--- config.mk ---
export PLATFORM = sky130hd
export DESIGN_NAME = mux_n_to_1_rr
export DESIGN_NICKNAME = d
export VERILOG_FILES = /design/src/rtl/mux_n_to_1_rr.sv
export SDC_FILE = /design/constraint.sdc
export NUM_CORES = 1
export LEC_CHECK = 0
export ABC_CLOCK_PERIOD_IN_PS = 6350
export CORE_AREA = 2 2 40 42
export CTS_BUF_LIST = sky130_fd_sc_hd__clkbuf_16
export DETAILED_ROUTE_END_ITERATION = 10
export DIE_AREA = 0 0 42 44
export DONT_BUFFER_PORTS = 1
export PLACE_DENSITY = 0.79
export REMOVE_ABC_BUFFERS = 1
export SYNTH_ARGS = -nofsm -noshare
export SYNTH_HDL_FRONTEND = slang
export SYNTH_SLANG_ARGS = --single-unit
--- constraint.sdc ---
create_clock -name clk -period 6.35 [get_ports clk]
set_input_delay 1.27 -clock clk [delete_from_list [all_inputs] [get_ports clk]]
set_output_delay 1.27 -clock clk [all_outputs]
set_load 0.005 [all_outputs]
--- src/rtl/mux_n_to_1_rr.sv ---
// N-channel registered mux with valid/ready, fixed-select or round-robin grant.
// Define MUX_LOCK_EN to hold the grant on one channel until its in_last beat.
module mux_n_to_1_rr #(
  parameter int WIDTH    = 8,
  parameter int CHANNELS = 4,
  localparam int SW      = $clog2(CHANNELS)
) (
  input  logic                      clk,
  input  logic                      rst,
  input  logic [CHANNELS*WIDTH-1:0] in_data,
  input  logic [CHANNELS-1:0]       in_valid,
  input  logic [CHANNELS-1:0]       in_last,
  output logic [CHANNELS-1:0]       in_ready,
  input  logic                      mode,
  input  logic [SW-1:0]             sel,
  output logic [WIDTH-1:0]          out_data,
  output logic [SW-1:0]             out_ch,
  output logic                      out_last,
  output logic                      out_valid,
  input  logic                      out_ready
);

  logic             r_valid;
  logic [WIDTH-1:0] r_data;
  logic [SW-1:0]    r_ch;
  logic [SW-1:0]    r_ptr;

  logic             w_free;
  logic             w_xfer;
  logic             w_adv;
  logic             w_gnt_ok;
  logic             w_gvalid;
  logic             w_rr_ok;
  logic [SW-1:0]    w_rr_gnt;
  logic [SW-1:0]    w_gnt;
  logic [SW-1:0]    w_ptr_nxt;
  logic [WIDTH-1:0] w_data;

`ifdef MUX_LOCK_EN
  typedef enum logic {
    S_IDLE,
    S_LOCKED
  } state_t;

  state_t        r_state;
  state_t        w_state_nxt;
  logic [SW-1:0] r_lock_ch;
  logic          r_last;
  logic          w_last;
`else
  logic          w_unused;
  assign w_unused = ^in_last;
`endif

  assign w_free = !r_valid || out_ready;

  // Descending scan so the smallest offset from r_ptr wins.
  always_comb begin
    w_rr_ok  = 1'b0;
    w_rr_gnt = '0;
    for (int i = CHANNELS - 1; i >= 0; i--) begin
      for (int c = 0; c < CHANNELS; c++) begin
        if (in_valid[c] && c == (int'(r_ptr) + i) % CHANNELS) begin
          w_rr_ok  = 1'b1;
          w_rr_gnt = SW'(c);
        end
      end
    end
  end

  always_comb begin
    w_gnt    = sel;
    w_gnt_ok = int'(sel) < CHANNELS;
    if (mode) begin
      w_gnt    = w_rr_gnt;
      w_gnt_ok = w_rr_ok;
    end
`ifdef MUX_LOCK_EN
    if (r_state == S_LOCKED) begin
      w_gnt    = r_lock_ch;
      w_gnt_ok = 1'b1;
    end
`endif
  end

  always_comb begin
    w_data   = '0;
    w_gvalid = 1'b0;
`ifdef MUX_LOCK_EN
    w_last   = 1'b0;
`endif
    for (int c = 0; c < CHANNELS; c++) begin
      if (w_gnt == SW'(c)) begin
        w_data   = in_data[c*WIDTH +: WIDTH];
        w_gvalid = in_valid[c];
`ifdef MUX_LOCK_EN
        w_last   = in_last[c];
`endif
      end
    end
  end

  assign w_xfer = !rst && w_free && w_gnt_ok && w_gvalid;

  always_comb begin
    in_ready = '0;
    for (int c = 0; c < CHANNELS; c++) begin
      in_ready[c] = w_xfer && (w_gnt == SW'(c));
    end
  end

  assign w_ptr_nxt = (int'(w_gnt) == CHANNELS - 1) ? '0 : w_gnt + 1'b1;

`ifdef MUX_LOCK_EN
  assign w_adv = w_xfer && mode && w_last;
`else
  assign w_adv = w_xfer && mode;
`endif

  always_ff @(posedge clk) begin
    if (rst) begin
      r_valid <= 1'b0;
      r_data  <= '0;
      r_ch    <= '0;
      r_ptr   <= '0;
    end else begin
      if (w_xfer) begin
        r_valid <= 1'b1;
        r_data  <= w_data;
        r_ch    <= w_gnt;
      end else if (out_ready) begin
        r_valid <= 1'b0;
      end
      if (w_adv) begin
        r_ptr <= w_ptr_nxt;
      end
    end
  end

`ifdef MUX_LOCK_EN
  always_ff @(posedge clk) begin
    if (rst) begin
      r_state   <= S_IDLE;
      r_lock_ch <= '0;
      r_last    <= 1'b0;
    end else begin
      r_state <= w_state_nxt;
      if (w_xfer) begin
        r_last <= w_last;
      end
      if (w_xfer && r_state == S_IDLE) begin
        r_lock_ch <= w_gnt;
      end
    end
  end

  always_comb begin
    w_state_nxt = r_state;
    unique case (r_state)
      S_IDLE:   if (w_xfer && !w_last) w_state_nxt = S_LOCKED;
      S_LOCKED: if (w_xfer && w_last)  w_state_nxt = S_IDLE;
    endcase
  end

  assign out_last = r_last;
`else
  assign out_last = 1'b0;
`endif

  assign out_valid = r_valid;
  assign out_data  = r_data;
  assign out_ch    = r_ch;

endmodule

### Word-level counts from Yosys, hierarchy flattened

Cells that the tools add are included.

* add/sub/neg operators: 4
* multiply operators: 0
* divide/modulo/power cells: 0
* $lt $le $gt $ge: 0
* equal/unequal tests: 16
* shift operators: 0
* muxes and demuxes: 44
* bitwise logic cells: 3
* reduce and logical (&&, ||, !) cells: 36

Operators with widths (count)
* 32-bit logical NOT: 4
* 2-bit two-way mux: 16
* 8-bit two-way mux: 4
* 1-bit logical AND: 24
* 1-bit two-way mux: 24
* 3-bit equality test (first input constant): 6
* 2-bit by 3-bit equality test with 1-bit output (first input constant): 3
* 2-bit OR reduction: 3
* 2-bit by 1-bit adder with 2-bit output (second input constant): 2
* 2-bit adder (second input constant): 2
* 2-bit by 1-bit equality test with 1-bit output (second input constant): 2
* 2-bit equality test (first input constant): 2
* 2-bit equality test (second input constant): 2
* 1-bit AND (first input constant): 3
* 1-bit by 2-bit equality test with 1-bit output (first input constant): 1
* 1-bit logical NOT: 2
* 2-bit logical NOT: 1
* 2-bit nonzero test: 1
* 1-bit logical OR: 1

* bits in registers: 13
* bits in latches: 0
* memory bits (writable): 0
* bits in read-only memories: 0
* input bits: 46
* output and inout port bits: 16
* logic and storage cells: 107
* memories kept: 0

### Longest topological paths before layout

* word-level depth: 28
* depth in mapped cells: 12
* gate-level depth less buffers: 11

### Least setup slack after synthesis

No wires, ideal clock.

* kind: input to output
* start point: input in_valid[0]
* end point: output in_ready[0]
* data arrival time: 3.270 ns
* data required time: 5.080 ns
* setup slack: 1.810 ns
* stages: 11
* path buffers: 1
* cells stage by stage: nor2b_1 o31a_1 a21oi_1 inv_1 ha_1 nor3b_1 a311oi_4 nand2_2 buf_2 nor2_1 and2_1

* word-level cells in the longest chain between the ends: 21
* elaborated cells between the ends (all ways): 45
* classes of those cells: eq/ne: 3; mux: 34; reduce/logical: 8

Ends and longest elaborated chain
* from (decl): line 11 `input logic [CHANNELS-1:0] in_valid,`
* 1-bit logical AND: line 63 `if (in_valid[c] && c == (int'(r_ptr) + i) % CHANNELS) begin`
* 2-bit two-way mux (8 in a row): line 63
* 2-bit two-way mux (*) (4 in a row): line 63
* 2-bit two-way mux (*): line 74 `if (mode) begin`
* net w_gnt[0]: line 35 `logic [SW-1:0] w_gnt;`
* 2-bit logical NOT: line 93, 108
* 1-bit two-way mux (4 in a row): line 93 `if (w_gnt == SW'(c)) begin`
* 1-bit logical AND: line 103 `assign w_xfer = !rst && w_free && w_gnt_ok && w_gvalid;`
* 1-bit logical AND (*): line 108 `in_ready[c] = w_xfer && (w_gnt == SW'(c));`
* to (decl): line 13 `output logic [CHANNELS-1:0] in_ready,`

The timed path passes the listed nets; every way through them passes the cells marked *.

### Worst setup path after layout

* start point: input in_valid[2]
* end point: output in_ready[1]

* word-level cells in the longest chain between the ends: 23
* elaborated cells between the ends (all ways): 45
* classes of those cells: eq/ne: 3; mux: 34; reduce/logical: 8

Ends and longest elaborated chain (line)
* 1-bit logical AND: 63
* 2-bit two-way mux (12 in a row): 63
* 2-bit two-way mux (*) (2 in a row): 63
* 2-bit two-way mux (*): 74
* net w_gnt[0]: 35
* 2-bit logical NOT: 93
* 1-bit two-way mux (4 in a row): 93
* 1-bit logical AND: 103
* 1-bit logical AND (*): 108

Marks and branches as above.

==> flow_summary_export.csv <==
group,metric,value,unit
critical_path,timing.critical_path.mode_cell,"sky130_fd_sc_hd__a21oi_1",
synth,ys.warnings.count,0,
critical_path,timing.critical_path.slowest_stage_cell,"sky130_fd_sc_hd__ha_1",
floorplan,die_height,44,microns
clocking,post_cts.repair.setup_buffers,0,
timing,timing.final.max_slew_violations,0,
critical_path,critPathLaunchType,"primary input",
min_path,holdCritPathClass,"flip-flop to flip-flop",
critical_path,crit_path_max_fanout,21,
grt,number_of_antenna_violations_at_the_first_check_in_global_routing,0,
synth,syn_inst,113,
critical_path,critPathKind,"primary input to output pin",
synth,yosysTopAreaCellShare,0.294,
timing,rsz0062_at_grt,"no",
timing,finalSetupViolCount,0,
floorplan,area_inside_the_core_boundary,0.00142,sq mm
timing,slew_headroom,0.629,
critical_path,critPathMaxStageDelay,0.51,ns
synth,netlist-cell-type-count,30,
critical_path,critical_path.cell_chain,"inv_1, a21oi_1, o31a_1, a21oi_1, ha_1, nand2_1, a311oi_4, nand2_2, nor2_1, and2_1",
synth,synth-async-reset-ratio,0,
grt,grt_overflow_total,0,
final_layout,final_layout_size_suffix_gt1_frac,0.0541,
clocking,cts.repair.resized,0,
run,timing.max_cap.violations,0,
timing,timing.fmax,196,MHz
critical_path,timing.critical_path.to_type,"output pin",
timing,final.min_clock_period,5.10,ns
placement,hpwl,1690,microns
final_layout,filler_cell_count,120,
power,leakage,0.374,nW
clocking,cts-htree-levels,1,
grt,grt_util_all_layers,0.244,
final_layout,synthToLayoutAreaGrowth,8.05,%
timing,min_period_over_period,0.803,
clocking,cts.sinks,13,
floorplan,design.die.area,0.00185,sq mm
synth,yosysMostFrequentCell,"sky130_fd_sc_hd__a21oi_1",
grt,grt_start_max_net_pins,22,
clocking,cts_buffer_count,3,
synth,postSynthRegisterBits,13,
floorplan,dieWidth,42,microns
timing,setup_total_negative_slack,0,ns
routing,detail_route.vias_per_cell,6.69,
timing,timing_worst_slew_pin_value,0.555,ns
timing,final.setup_skew,0.00130,ns
synth,synth.avg_cell_area,7.84,sq um
routing,drt-total-wl,2190,microns
clocking,cts_root_buf,"sky130_fd_sc_hd__clkbuf_16",
grt,grt_pass1_wl,3500,microns
clocking,clock_path_buffers,2,
routing,vias,849,
placement,buffer_ports.inserted,0,
grt,vias_in_the_first_global_route,862,
timing,hold_viol,0,
power,power-per-cell-area,315,mW/mm^2
synth,count_of_flip_flops_with_a_built_in_enable_after_synthesis,0,
synth,synth.area.top_cells,"sky130_fd_sc_hd__dfxtp_1 (29%), sky130_fd_sc_hd__a21oi_1 (9.0%), sky130_fd_sc_hd__a211o_1 (7.9%), sky130_fd_sc_hd__a22oi_1 (5.9%), sky130_fd_sc_hd__ha_1 (5.6%)",
final_layout,multiInputGateArea,579,sq um
routing,drt_iter0_drc,10,
floorplan,floorplan.rows,14,
final_layout,insertedDiodeCount,0,
placement,preCtsSetupSlack,1.26,ns
final_layout,final_core_utilization,0.675,
final_layout,area.sequential,260,sq um
routing,drt_first_pass_iters,4,
routing,drtAntennaViolNets,0,
power,largest_voltage_drop_on_the_vdd_net,0.230,mV
timing,layout_setup_ws,1.25,ns
routing,drc,0,
routing,wl_per_cell,17.2,microns
clocking,insertion_delay,0.24,ns
critical_path,cp.required,5.08,ns
floorplan,boundaryPins,62,
clocking,clkSlewWorstSetupHoldPaths,0.04,ns
synth,synth_commonest_cells,"sky130_fd_sc_hd__a21oi_1 (16), sky130_fd_sc_hd__dfxtp_1 (13), sky130_fd_sc_hd__nand2_1 (11)",
clocking,cts_tree,"done",
clocking,cts-hold-fix-buffers,0,
floorplan,initial_core_util,0.624,
final_layout,design.final.nets,162,
synth,area_leader_netlist,"sky130_fd_sc_hd__dfxtp_1",
status,outcome,"complete, no violations",
synth,synth_sequential_area_ratio,0.294,
final_layout,final_cells,127,
synth,syn_area,886,sq um
placement,routabilityCongestion,0.728,
placement,post-place-cells,123,
synth,synth_flop_cell,"sky130_fd_sc_hd__dfxtp_1",
critical_path,critPathArrivalTime,3.83,ns
-- stage by stage --
stage          total power, W  area (sq um)  hold WS [ns]
2_1_floorplan        0.000171           858         0.447
3_3_place_gp         0.000184           878         0.460
3_5_place_dp         0.000188           878         0.462
4_1_cts              0.000303           957         0.468
5_1_grt              0.000319           957         0.489
6_report             0.000302           957         0.465
-- layout by cell type (no fill, tap or decap), types with 3 or more instances in the layout --
master and instances:
sky130_fd_sc_hd__a21oi_1 16, sky130_fd_sc_hd__dfxtp_1 13, sky130_fd_sc_hd__nand2_1 11, sky130_fd_sc_hd__nor2_1 9, sky130_fd_sc_hd__o22ai_1 8, sky130_fd_sc_hd__a211o_1 8
sky130_fd_sc_hd__a22oi_1 7, sky130_fd_sc_hd__inv_1 6, sky130_fd_sc_hd__nor2b_1 4, sky130_fd_sc_hd__ha_1 4, sky130_fd_sc_hd__and2_1 3, sky130_fd_sc_hd__clkbuf_16 3
-- cell type report --
class / count / area share
Clock inverter: 1 / 0.00392
Multi-Input combinational cell: 89 / 0.605
Tap cell: 16 / 0.0209
Inverter: 5 / 0.0196
Sequential cell: 13 / 0.272
Clock buffer: 3 / 0.0784
-- critical path: cells and delay by family --
family	cells	cell delay (ns)
buffers and inverters	1	0.09
AOI/OAI and AO/OA	4	1.08
and+or+nand+nor	4	0.88
adders and majority gates	1	0.51
-- flip-flops by register name, summed over array words and instances, names as in the netlist --
signal     cells
out_data       8
out_ch         2
out_valid      1
r_ptr          2
-- power breakdown --
part	switching, W	internal, W	total, W
clock	0.0000321	0.0000828	0.000115
sequential	0.0000100	0.0000949	0.000105
combinational	0.0000482	0.0000338	0.0000820
total	0.0000904	0.000211	0.000302
-- routing by layer --
layer / global-route usage / routed length, microns / up-vias
met5: 0 / 0 / -
met1: 0.273 / 864 / 393
met2: 0.466 / 1150 / 41
met3: 0.0458 / 157 / 2
met4: 0.0774 / 11 / 0
li1: - / - / 413
-- path summary, 6_finish.rpt --
path | from | end | slack, ns | cells after the start
hold / removal | out_data[2]$_SDFFE_PP0P_ | out_data[2]$_SDFFE_PP0P_ | 0.46 | 2
setup reg to reg | r_ptr[0]$_SDFFE_PP0P_ | out_data[6]$_SDFFE_PP0P_ | 3.32 | 9
hold reg to reg | out_data[2]$_SDFFE_PP0P_ | out_data[2]$_SDFFE_PP0P_ | 0.46 | 2
setup / recovery | in_valid[2] | in_ready[1] | 1.25 | 10
-- cell families after synthesis --
kind of cell / count (synthesis) / synth area share
simple gates: 37 / 0.206
compound gates: 45 / 0.364
fa+ha+maj: 4 / 0.0565
buf+inv: 11 / 0.0523
other cells: 1 / 0.00423
mux: 2 / 0.0226
flops: 13 / 0.294
(Power assumes the default switching activity.)
